`src/rtl/lfsr_pair_source.sv`:
```
// Burst stimulus source: one 16-bit Galois LFSR split into two 8-bit operands,
// presented over valid/ready for NUM_WORDS transfers, then parked in DONE.
module lfsr_pair_source #(
    parameter logic [15:0] SEED      = 16'hACE1,
    parameter int          NUM_WORDS = 8,
    parameter logic [15:0] TAPS      = 16'hB400
) (
    input  logic       clk,
    input  logic       rst_n,
    input  logic       start,
    input  logic       out_ready,
    output logic       out_valid,
    output logic [7:0] out_a,
    output logic [7:0] out_b,
    output logic [7:0] word_count,
    output logic       busy,
    output logic       done
);

    // An all-zero LFSR locks up, so a zero seed falls back to the default.
    localparam logic [15:0] SEED_EFF  = (SEED == 16'h0000) ? 16'hACE1 : SEED;
    localparam logic [7:0]  LAST_WORD = 8'(NUM_WORDS);

    typedef enum logic [1:0] {
        IDLE = 2'd0,
        RUN  = 2'd1,
        DONE = 2'd2
    } state_t;

    state_t      state, state_nx;
    logic [15:0] lfsr, lfsr_nx, lfsr_step;
    logic [7:0]  cnt, cnt_nx, cnt_inc;
    logic        xfer;

    // Handshake: a pair moves on every rising edge where out_valid && out_ready;
    // while out_valid is high and out_ready low, out_a/out_b/word_count hold.
    assign xfer      = (state == RUN) && out_ready;
    assign lfsr_step = {1'b0, lfsr[15:1]} ^ (lfsr[0] ? TAPS : 16'h0000);
    assign cnt_inc   = cnt + 8'd1;

    always_comb begin
        state_nx = state;
        lfsr_nx  = lfsr;
        cnt_nx   = cnt;
        case (state)
            IDLE: begin
                if (start) begin
                    state_nx = RUN;
                    lfsr_nx  = SEED_EFF;
                    cnt_nx   = 8'd0;
                end
            end
            RUN: begin
                if (xfer) begin
                    lfsr_nx = lfsr_step;
                    cnt_nx  = cnt_inc;
                    if (cnt_inc == LAST_WORD) begin
                        state_nx = DONE;
                    end
                end
            end
            DONE: begin
                // Restart replays the identical sequence from the seed.
                if (start) begin
                    state_nx = RUN;
                    lfsr_nx  = SEED_EFF;
                    cnt_nx   = 8'd0;
                end
            end
            default: begin
                state_nx = IDLE;
                lfsr_nx  = SEED_EFF;
                cnt_nx   = 8'd0;
            end
        endcase
    end

    always_ff @(posedge clk or negedge rst_n) begin
        if (!rst_n) begin
            state <= IDLE;
            lfsr  <= SEED_EFF;
            cnt   <= 8'd0;
        end else begin
            state <= state_nx;
            lfsr  <= lfsr_nx;
            cnt   <= cnt_nx;
        end
    end

    assign out_valid  = (state == RUN);
    assign busy       = (state == RUN);
    assign done       = (state == DONE);
    assign out_a      = lfsr[15:8];
    assign out_b      = lfsr[7:0];
    assign word_count = cnt;

endmodule

```
`config.mk`:
```
export PLATFORM = sky130hd
export DESIGN_NAME = lfsr_pair_source
export DESIGN_NICKNAME = d
export VERILOG_FILES = /design/src/rtl/lfsr_pair_source.sv
export SDC_FILE = /design/constraint.sdc
export NUM_CORES = 1
export LEC_CHECK = 0
export CAP_MARGIN = 5
export CORE_MARGIN = 2
export CORE_UTILIZATION = 47
export DETAILED_ROUTE_END_ITERATION = 10
export PLACE_DENSITY_LB_ADDON = 0.25
export SYNTH_ARGS = -nofsm -noshare
export SYNTH_HDL_FRONTEND = slang
export SYNTH_SLANG_ARGS = --single-unit
```
`constraint.sdc`:
```
create_clock -name clk -period 2 [get_ports clk]
set_input_delay 0.3 -clock clk [delete_from_list [all_inputs] [get_ports clk]]
set_output_delay 0.3 -clock clk [all_outputs]
set_load 0.01 [all_outputs]
```
== Yosys cells after proc, flatten, opt, wreduce, memory -nomap -nowiden ==
Cells that the tools add are included.
W data, S select, Z words.

* Output and inout port bits: 27
* Word-level logic and storage cells: 27
* Register bits: 26

* Equality and inequality tests: 6
* Bitwise logic cells: 1
* Reductions and logical operators: 5
* Add/subtract/negate cells: 1
* Mux-type cells: 11

{| class="wikitable"
|+ Operators with widths
! operator !! count
|-
| $mux W16 || 3
|-
| $pmux W16 S2 || 1
|-
| $mux W8 || 2
|-
| $pmux W8 S2 || 1
|-
| $xor A15 B16 Y16 || 1
|-
| $add A8 B1 Y8 const B || 1
|-
| $eq A8 B4 Y1 const B || 1
|-
| $mux W2 || 3
|-
| $ne A2 B1 Y1 const B || 3
|-
| $pmux W2 S2 || 1
|-
| $reduce_and A3 Y1 || 1
|-
| $eq A2 B1 Y1 const B || 1
|-
| $eq A2 B2 Y1 const B || 1
|-
| $logic_not A2 Y1 || 1
|-
| $reduce_and A2 Y1 || 1
|-
| $reduce_or A2 Y1 || 1
|-
| $logic_and A1 B1 Y1 || 1
|}

== Logic depth before layout (Yosys ltp) ==
* Word-level depth: 5
* Mapped depth: 6
* Gate-level depth less buffers: 6

== Worst setup path after synthesis ==
Ideal clock, no wire load.

* Path type: register to register
* Start point: register cnt[0] (netlist: word_count[0])
* End point: register state[0]
* Setup slack: 0.359 ns
* Setup time: 0.118 ns
* Stages on the path, launching flop included: 7
* Data required time: 1.882 ns
* Buffers on the path: 0
* Arrival time: 1.523 ns
* Cell sequence: dfrtp_1 > ha_1 > and3_1 > nand3_1 > xor2_1 > o2111ai_1 > a21o_1

* Longest elaborated chain between the ends: 4

{| class="wikitable"
|+ RTL lines
! item !! RTL line !! RTL
|-
| from (decl) || 32 || <nowiki>logic [7:0] cnt, cnt_nx, cnt_inc;</nowiki>
|-
| from (signal assigned) || 86 || <nowiki>cnt <= cnt_nx;</nowiki>
|-
| $add A8 B1 Y8 || 39 || <nowiki>assign cnt_inc = cnt + 8'd1;</nowiki>
|-
| $eq A8 B4 Y1 || 57 || <nowiki>if (cnt_inc == LAST_WORD) begin</nowiki>
|-
| $ne A2 B1 Y1 (no line) || - ||
|-
| $reduce_and A3 Y1 (no line) || - ||
|-
| to (signal assigned) || 84 || <nowiki>state <= state_nx;</nowiki>
|-
| to (decl) || 30 || <nowiki>state_t state, state_nx;</nowiki>
|}

No other way between the ends.
A chain may end at the register's enable or synchronous reset.

== Final worst setup path ==
* Start point: register state[1]
* End point: output busy

* Longest elaborated chain between the ends: 1

{| class="wikitable"
|+ RTL lines
! item !! RTL line !! RTL
|-
| $eq A2 B1 Y1 || 91 || <nowiki>assign busy = (state == RUN);</nowiki>
|-
| to (decl) || 16 || <nowiki>output logic busy,</nowiki>
|}

No other way between the ends.

==> flow_metrics.py <==
metrics = {
    "timing": {
        "slew_headroom": 0.3300,
        "rsz0062_at_grt": "no",
        "hold_viol": 0,
        "slew_violations": 0,
        "tns_ns": 0,
        "min_period_ns": 1.905,
        "tightest_slew_ns": 1.005,
        "max_freq_mhz": 525.0,
        "skew_ns": 0.006129,
        "min_period_over_period": 0.9524,
        "finalSetupViolCount": 0,
    },
    "final_layout": {
        "final_area_um2": 1574,
        "layout_common_cells": "clkdlybuf4s50_1, dfrtp_1, nand2_1, o21ai_0",
        "diodes": 0,
        "nNetsFinal": 147,
        "syn2layout_area_growth_pct": 32.98,
        "final_layout_size_suffix_gt1_frac": 0.1286,
        "layout_commonest_cell": "clkdlybuf4s50_1",
    },
    "place": {
        "gp_congestion": 0.7946,
        "io_buffers": 30,
        "hpwl_um": 1779,
        "place_area_um2": 1521,
    },
    "detailed_routing": {
        "drt-pass1-iter-count": 4,
        "routed_wl_um": 2491,
        "wl_per_cell_um": 14.65,
        "drc": 0,
        "vias": 967,
        "ant_nets": 0,
        "vias_per_cell": 5.688,
        "dr.first_iter.drc_count": 19,
    },
    "yosys": {
        "yosysSeqAreaShare": 0.5581,
        "syn_area_per_cell_um2": 10.96,
        "synth-edff-count": 0,
        "synth_cells": 108,
        "synth_cell_types": 32,
        "yosysWarnings": 0,
        "ys_ff_latch": 26,
        "netlist_area_um2": 1184,
        "ys_dominant_reg_cell": "dfrtp_1",
        "syn-num-nets": 114,
        "async_flop_share": 1.000,
    },
    "worst_setup_path": {
        "arrival_ns": 1.60,
        "crit_fanout": 6,
        "cp-start-kind": "flop",
        "cp-end-kind": "output pin",
        "crit_type": "reg2out",
        "crit_required_ns": 1.70,
        "reg2reg_depth": 6,
    },
    "grt": {
        "grt_usage": 0.1931,
        "gr-total-overflow": 0,
        "first_global_vias": 869,
        "grt_pass1_wl_um": 3974,
        "grt_max_degree": 27,
        "antenna_found_initial": 0,
    },
    "floorplan": {
        "initial_core_util": 0.4866,
        "die-height_um": 54.19,
        "num_rows": 18,
        "core_um2": 2432,
        "io_pins": 31,
        "dieWidth_um": 54.19,
        "fp.dieArea_um2": 2936,
    },
    "power": {
        "leakage_nw": 0.6483,
        "powerDensity_nw_per_um2": 1277,
        "vdd_drop_max_uv": 961.8,
        "power_mw": 2.010,
    },
    "cts": {
        "insertion_delay_ns": 0.32,
        "cts_tree": "yes",
        "cts_setup_buffers": 0,
        "cts_sinks": 26,
        "cts_root_buf": "clkbuf_4",
        "cts_buffer_depth": 2,
        "path_clk_slew_ns": 0.13,
        "cts_max_level": 1,
        "cts_inserted_buffers": 3,
    },
    "outcome": {
        "status": "completed",
    },
    "job": {
        "cap_violations": 0,
    },
    "min_path": {
        "hold_class": "in2async",
    },
}
[stage by stage]
stage,hold WS (ns),std cells,util,setup slack [ns]
2_1_floorplan,0.004409,108,-,0.3588
3_3_place_gp,0.5041,166,0.6255,0.1480
3_5_place_dp,0.5089,166,0.6255,0.09256
4_1_cts,0.3181,170,0.6471,0.03044
5_1_grt,0.3278,170,0.6471,0.002967
6_report,0.3218,170,0.6471,0.09522
[cell type report]
type                    count  area (um2)
inverters                   2       7.507
clock buffers               3       22.52
fillers                   201       858.3
well taps                  30       37.54
flip-flops and latches     26       660.6
multi-input cells          74       485.5
repair buffers             34       330.3
clock inverters             1       30.03
[flip-flops by register name (all words and copies together) (netlist names)]
signal / count
state: 2
word_count: 8
lfsr: 16
[cell families (layout without fill, tap and decap cells)]
kind of cell | Yosys count | count (layout) | synth area share
AO/OA/AOI/OAI | 36 | 36 | 0.2135
AND/OR/NAND/NOR | 28 | 28 | 0.1152
flip-flops | 26 | 26 | 0.5581
buffers and inverters | 8 | 40 | 0.03171
XOR/XNOR | 7 | 7 | 0.05180
adder cells (fa/ha/maj) | 2 | 2 | 0.02114
multiplexers | 1 | 1 | 0.008457
[critical path, cell delays in order, from the launching register on]
cell	delay (ns)
dfrtp_1	0.40
nand2b_1	0.21
inv_2	0.14
clkdlybuf4s50_1	0.54
[power breakdown]
| part | internal, mW | switching (mW) | total, mW |
|---|---|---|---|
| clock | 0.203 | 0.151 | 0.354 |
| combinational | 0.448 | 0.292 | 0.741 |
| sequential | 0.732 | 0.183 | 0.915 |
| total | 1.38 | 0.627 | 2.01 |
[metal layers]
layer	vias up	wire (um)	global-route usage
met3	2	98	0.03611
met1	485	1152	0.2522
met4	0	15	0.07500
met2	26	1224	0.3153
met5	-	0	0
li1	454	-	-
[synthesized netlist by cell type, types with 2 or more instances]
master,instances,area share
nor2_1,4,0.013
xnor2_1,5,0.037
inv_1,2,0.0063
o21ai_0,12,0.051
o22a_1,7,0.052
nand2_1,12,0.038
o22ai_1,2,0.011
ha_1,2,0.021
xor2_1,2,0.015
dfrtp_1,18,0.38
dfstp_2,8,0.18
and3_1,3,0.016
a22o_1,8,0.059
buf_2,3,0.013
nand3_1,2,0.0085
a21oi_1,2,0.0085
[path summary, 6_finish.rpt]
kind / start / slack, ns / endpoint
max: state[1] / 0.1 / busy
min in group clk: lfsr[10] / 0.53 / lfsr[10]
max in group asynchronous: rst_n / 1.38 / lfsr[15]
min: rst_n / 0.32 / word_count[3]
max reg2reg: word_count[0] / 0.18 / state[0]
min reg2reg: lfsr[10] / 0.53 / lfsr[10]
[repair_timing]
| action | in CTS | in global routing |
|---|---|---|
| resized for setup | 0 | 1 |
| endpoints found under the hold margin | 0 | 0 |
| hold buffers | 0 | 0 |
| setup endpoints to repair | 0 | 2 |
(Power assumes the default switching activity.)
==> RTL edit 1, RTL diff (same flow settings) <==
The 3 states of `state_t` get a one-hot encoding in 3 bits.
--- a/src/rtl/lfsr_pair_source.sv
+++ b/src/rtl/lfsr_pair_source.sv
@@ -21,10 +21,10 @@
     localparam logic [15:0] SEED_EFF  = (SEED == 16'h0000) ? 16'hACE1 : SEED;
     localparam logic [7:0]  LAST_WORD = 8'(NUM_WORDS);
 
-    typedef enum logic [1:0] {
-        IDLE = 2'd0,
-        RUN  = 2'd1,
-        DONE = 2'd2
+    typedef enum logic [2:0] {
+        IDLE = 3'b001,
+        RUN  = 3'b010,
+        DONE = 3'b100
     } state_t;
 
     state_t      state, state_nx;
Behaviour: same outputs for any inputs over 10 cycles, from zero or initial values and one cycle with rst_n low; not proved beyond that.
==> RTL edit 1 against the original RTL <==
Final area up 22%; sequential power down 15%; worst hold slack better by 0.0045 ns; routed wire length up 29%; maximum frequency up 1.3%; critical endpoint is now lfsr[15]; global-route usage up 0.83 points; largest power group is now combinational cells; power down 9.1%; sequential cell count up 1; setup slack better by 0.025 ns; synthesized area up 25%; cell count up 34%.
==> RTL edit 1: results (changes against the original RTL) <==
metric,value,unit,change
CTS H-tree lvls,1,,unchanged
"Reg clk slew, reported paths",0.14,ns,
# resized after CTS,2,,+2
Worst EP arrival,2.14,ns,+0.54 ns
largest net degree at the start of global routing,28,,+3.7%
status,finished clean,,
syn_nets,149,,+31%
initial antenna violation count,0,,unchanged
GR Layer Usage met3,3.680,%,+0.069 points
setup bufs post-CTS,2,,+2
# nets final,191,,+30%
Slew @ Worst Pin,0.3404,ns,-0.6646 ns
VDD IR max,0.0006226,V,-35%
met2 GRT Util,33.70,%,+2.2 points
initial DRC count,53,,+34
routed wl met2,1588,um,+30%
GRT Total Usage,20.14,%,+0.83 points
top cell types by occurrence after synthesis,"dfrtp_1, nand2_1, inv_1",,
family with the most delay on the worst path,flip-flops,,
Diodes inserted,0,,unchanged
Ys Warns,0,,unchanged
number of global-route vias before repair,1231,,+42%
slowest cell delay on critical path,0.57,ns,+0.03 ns
Synth area leaders,"dfrtp_1, dfstp_2, mux2i_1",,
count of cell types in the netlist,38,,+19%
max reg flops,16,,unchanged
# port buffers,30,,unchanged
share of layout cells above drive strength 1,18.48,%,+5.6 points
CP Max Fanout,6,,unchanged
met1 Use GR,26.54,%,+1.3 points
post-route clock skew,0.001346,ns,-0.004783 ns
Detail Route met3 WL,104,um,+6.1%
CTS Sinks,27,,+3.8%
Pleak,0.0008517,uW,+31%
global-route wire length before repair,5451,um,+37%
hpwl dp,2284,um,+28%
WL/cell,14.09,um,-3.8%
Critical-path top delay cell,dfstp_2,,
gp weighted congestion,0.8029,,+1.0%
routed metal-1 wire length,1509,um,+31%
drt via density,5.167,,-9.2%
sequential area share after synthesis,46.56,%,-9.2 points
-- RTL edit 1: cell count changes after synthesis, sizes merged, moves of 4 or more --
| cell | before | now |
|---|---|---|
| o211ai | 0 | 4 |
| nand2 | 12 | 16 |
| mux2 | 0 | 7 |
| a22o | 8 | 0 |
| o21ai | 12 | 6 |
| mux2i | 1 | 12 |
| o22a | 7 | 1 |
| inv | 2 | 15 |
-- RTL edit 1: cells by family after synthesis --
logic type	after synthesis	synth area share [%]
flip-flops	27	46.56
AO/OA/AOI/OAI	21	9.585
adder cells (fa/ha/maj)	2	1.696
XOR/XNOR	4	2.375
multiplexers	19	14.50
buffers and inverters	21	7.548
AND/OR/NAND/NOR	49	17.73
-- RTL edit 1: final timing paths --
path                                 endpoint  cells past startpoint      from  slack, ns
worst max register to register       lfsr[15]                      6  state[0]       0.12
min in group clk                      lfsr[6]                      2   lfsr[6]       0.49
worst max-delay path                 lfsr[15]                      6  state[0]       0.12
worst min register to register        lfsr[6]                      2   lfsr[6]       0.49
max in group asynchronous            lfsr[13]                      2     rst_n       1.37
worst min-delay path            word_count[2]                      2     rst_n       0.33
-- RTL edit 1: metrics by stage --
stage	setup slack [ns]	instances	cell area, um^2
2_1_floorplan	0.3539	143	1475
3_3_place_gp	0.1016	222	1867
3_5_place_dp	0.03834	222	1867
4_1_cts	0.02900	228	1909
5_1_grt	0.02104	228	1914
6_report	0.1202	228	1914
-- RTL edit 1: layout make-up --
cell class                 count  area [um^2]
clock buffer                   4        26.28
multi-input combinational     95        679.4
inverter                      16        60.06
fill                         251         1114
timing repair buffer          42        406.6
sequential                    27        686.9
tap                           44        55.05
-- RTL edit 1: where the power goes --
group | switching (uW) | internal (uW)
sequential | 104 | 678
combinational | 364 | 446
clock | 158 | 78.0
==> RTL edit 2, RTL diff (same settings) <==
Without the edit above. `NUM_WORDS`: 8 -> 4.
--- a/src/rtl/lfsr_pair_source.sv
+++ b/src/rtl/lfsr_pair_source.sv
@@ -2,7 +2,7 @@
 // presented over valid/ready for NUM_WORDS transfers, then parked in DONE.
 module lfsr_pair_source #(
     parameter logic [15:0] SEED      = 16'hACE1,
-    parameter int          NUM_WORDS = 8,
+    parameter int          NUM_WORDS = 4,
     parameter logic [15:0] TAPS      = 16'hB400
 ) (
     input  logic       clk,
Behaviour: not the same (Yosys sat finds a counterexample within 10 cycles, from zero or initial values and one cycle with rst_n low).
==> RTL edit 2 against the original RTL <==
Synthesized cell count is 1.9% lower; via count is 1.0% lower; register-to-register slack better by 0.27 ns; routed wire length is 2.9% higher; sequential cell count stayed put; setup slack better by 0.0010 ns; combinational power is 48% higher; final area is 0.24% lower; synthesized area is 0.85% higher; power is 24% higher; largest cell class unchanged; largest power group is now combinational cells; highest routed layer unchanged.
==> RTL edit 2: results (changes against the original RTL) <==
metric,value,unit,change
# nets final,145,,-1.4%
routed wire length,2562,um,+2.9%
GR Layer Usage met3,3.279,%,-0.33 points
number of global-route vias before repair,915,,+5.3%
GRT Total Usage,20.82,%,+1.5 points
largest net degree at the start of global routing,27,,unchanged
cts bufs inserted,3,,unchanged
Max Root-Sink Buffers,2,,unchanged
Ys Warns,0,,unchanged
status,finished clean,,
sequential area share after synthesis,55.35,%,-0.47 points
Synth area leaders,"dfrtp_1, dfstp_2, a22o_1",,
FILL cells,213,,+6.0%
share of layout cells above drive strength 1,13.04,%,+0.19 points
Pleak,0.0006519,uW,+0.56%
Post-synth ARST share,100.0,%,unchanged
Critical-path top delay cell,clkdlybuf4s50_1,,
initial antenna violation count,0,,unchanged
global-route wire length before repair,4271,um,+7.5%
drt via density,5.696,,+0.14%
met2 GRT Util,31.33,%,-0.20 points
initial DRC count,24,,+5
met1 Use GR,29.39,%,+4.2 points
Pint,1621,uW,+17%
Worst slew margin,61.89,%,+29 points
Worst-Skew Late Latency,0.34,ns,+0.02 ns
post-route clock skew,0.01892,ns,+0.01279 ns
# resized after CTS,0,,unchanged
hpwl dp,1786,um,+0.43%
CTS H-tree lvls,1,,unchanged
max reg flops,16,,unchanged
setup bufs post-CTS,0,,unchanged
CP Max Fanout,4,,-2
syn_nets,112,,-1.8%
VDD IR max,0.001160,V,+21%
gp weighted congestion,0.7241,,-8.9%
# port buffers,30,,unchanged
"Reg clk slew, reported paths",0.15,ns,+0.02 ns
top cell types by occurrence after synthesis,"dfrtp_1, a22o_1, dfstp_2, nor2_1, o21ai_1",,
count of cell types in the netlist,33,,+3.1%
## RTL edit 2: changes by cell type in the layout (fill, tap and decap cells not counted), sizes merged, moves of 3 or more
cell / before / now
nor2: 4 / 8
o21ai: 12 / 8
nand2: 12 / 6
and3: 4 / 1
a21oi: 2 / 5
## RTL edit 2: cell families after synthesis
group           count (synthesis)  synth area share, %
mux                             1               0.8386
fa+ha+maj                       2                2.096
xor+xnor                        4                2.935
compound gates                 36                22.01
flops                          26                55.35
buf+inv                         9                4.612
simple gates                   28                12.16
## RTL edit 2: power by group through the flow
stage          Combinational, uW  Clock, uW  Sequential, uW
2_1_floorplan                528          0            1060
3_3_place_gp                1070          0            1010
3_5_place_dp                1110          0            1030
4_1_cts                     1120        376            1020
5_1_grt                     1200        396            1060
6_report                    1100        365            1020
## RTL edit 2: path summary, 6_finish.rpt
path	to	slack, ns	cells after the start
min in group clk	lfsr[1]	0.53	1
max	out_valid	0.1	3
min reg2reg	lfsr[1]	0.53	1
max reg2reg	state[0]	0.45	5
max in group asynchronous	lfsr[13]	1.37	2
min	word_count[5]	0.31	2
## RTL edit 2: final cells by class
class	instances	area (um^2)	share of cell area [%]
repair buffers	34	330.3	21.04
well taps	30	37.54	2.390
multi-input cells	71	478.0	30.44
flip-flops and latches	26	660.6	42.07
inverters	3	11.26	0.7171
clock inverters	1	30.03	1.912
clock buffers	3	22.52	1.434
## RTL edit 2: per-stage QoR
| step | util, % | setup slack [ns] | std cells | area, um^2 | hold slack [ns] |
|---|---|---|---|---|---|
| floorplan | - | 0.5937 | 106 | 1194 | 0.004409 |
| global placement | 62.40 | 0.3008 | 164 | 1518 | 0.5041 |
| detailed placement | 62.40 | 0.2191 | 164 | 1518 | 0.5143 |
| CTS | 64.56 | 0.09822 | 168 | 1570 | 0.3155 |
| global route | 64.56 | 0.02977 | 168 | 1570 | 0.3153 |
| finish | 64.56 | 0.09627 | 168 | 1570 | 0.3095 |
## RTL edit 2: worst register-to-register path, delay by kind of cell (launching register included)
family	cells	cell delay (ns)
flip-flops	1	0.51
multiplexers	1	0.08
adder cells (fa/ha/maj)	1	0.31
AO/OA/AOI/OAI	3	0.53
## RTL edit 2: layer usage
layer,up-vias,part of all wire [%]
met4,0,1.4
met3,4,2.6
li1,449,-
met5,-,0
met2,20,48
met1,484,48
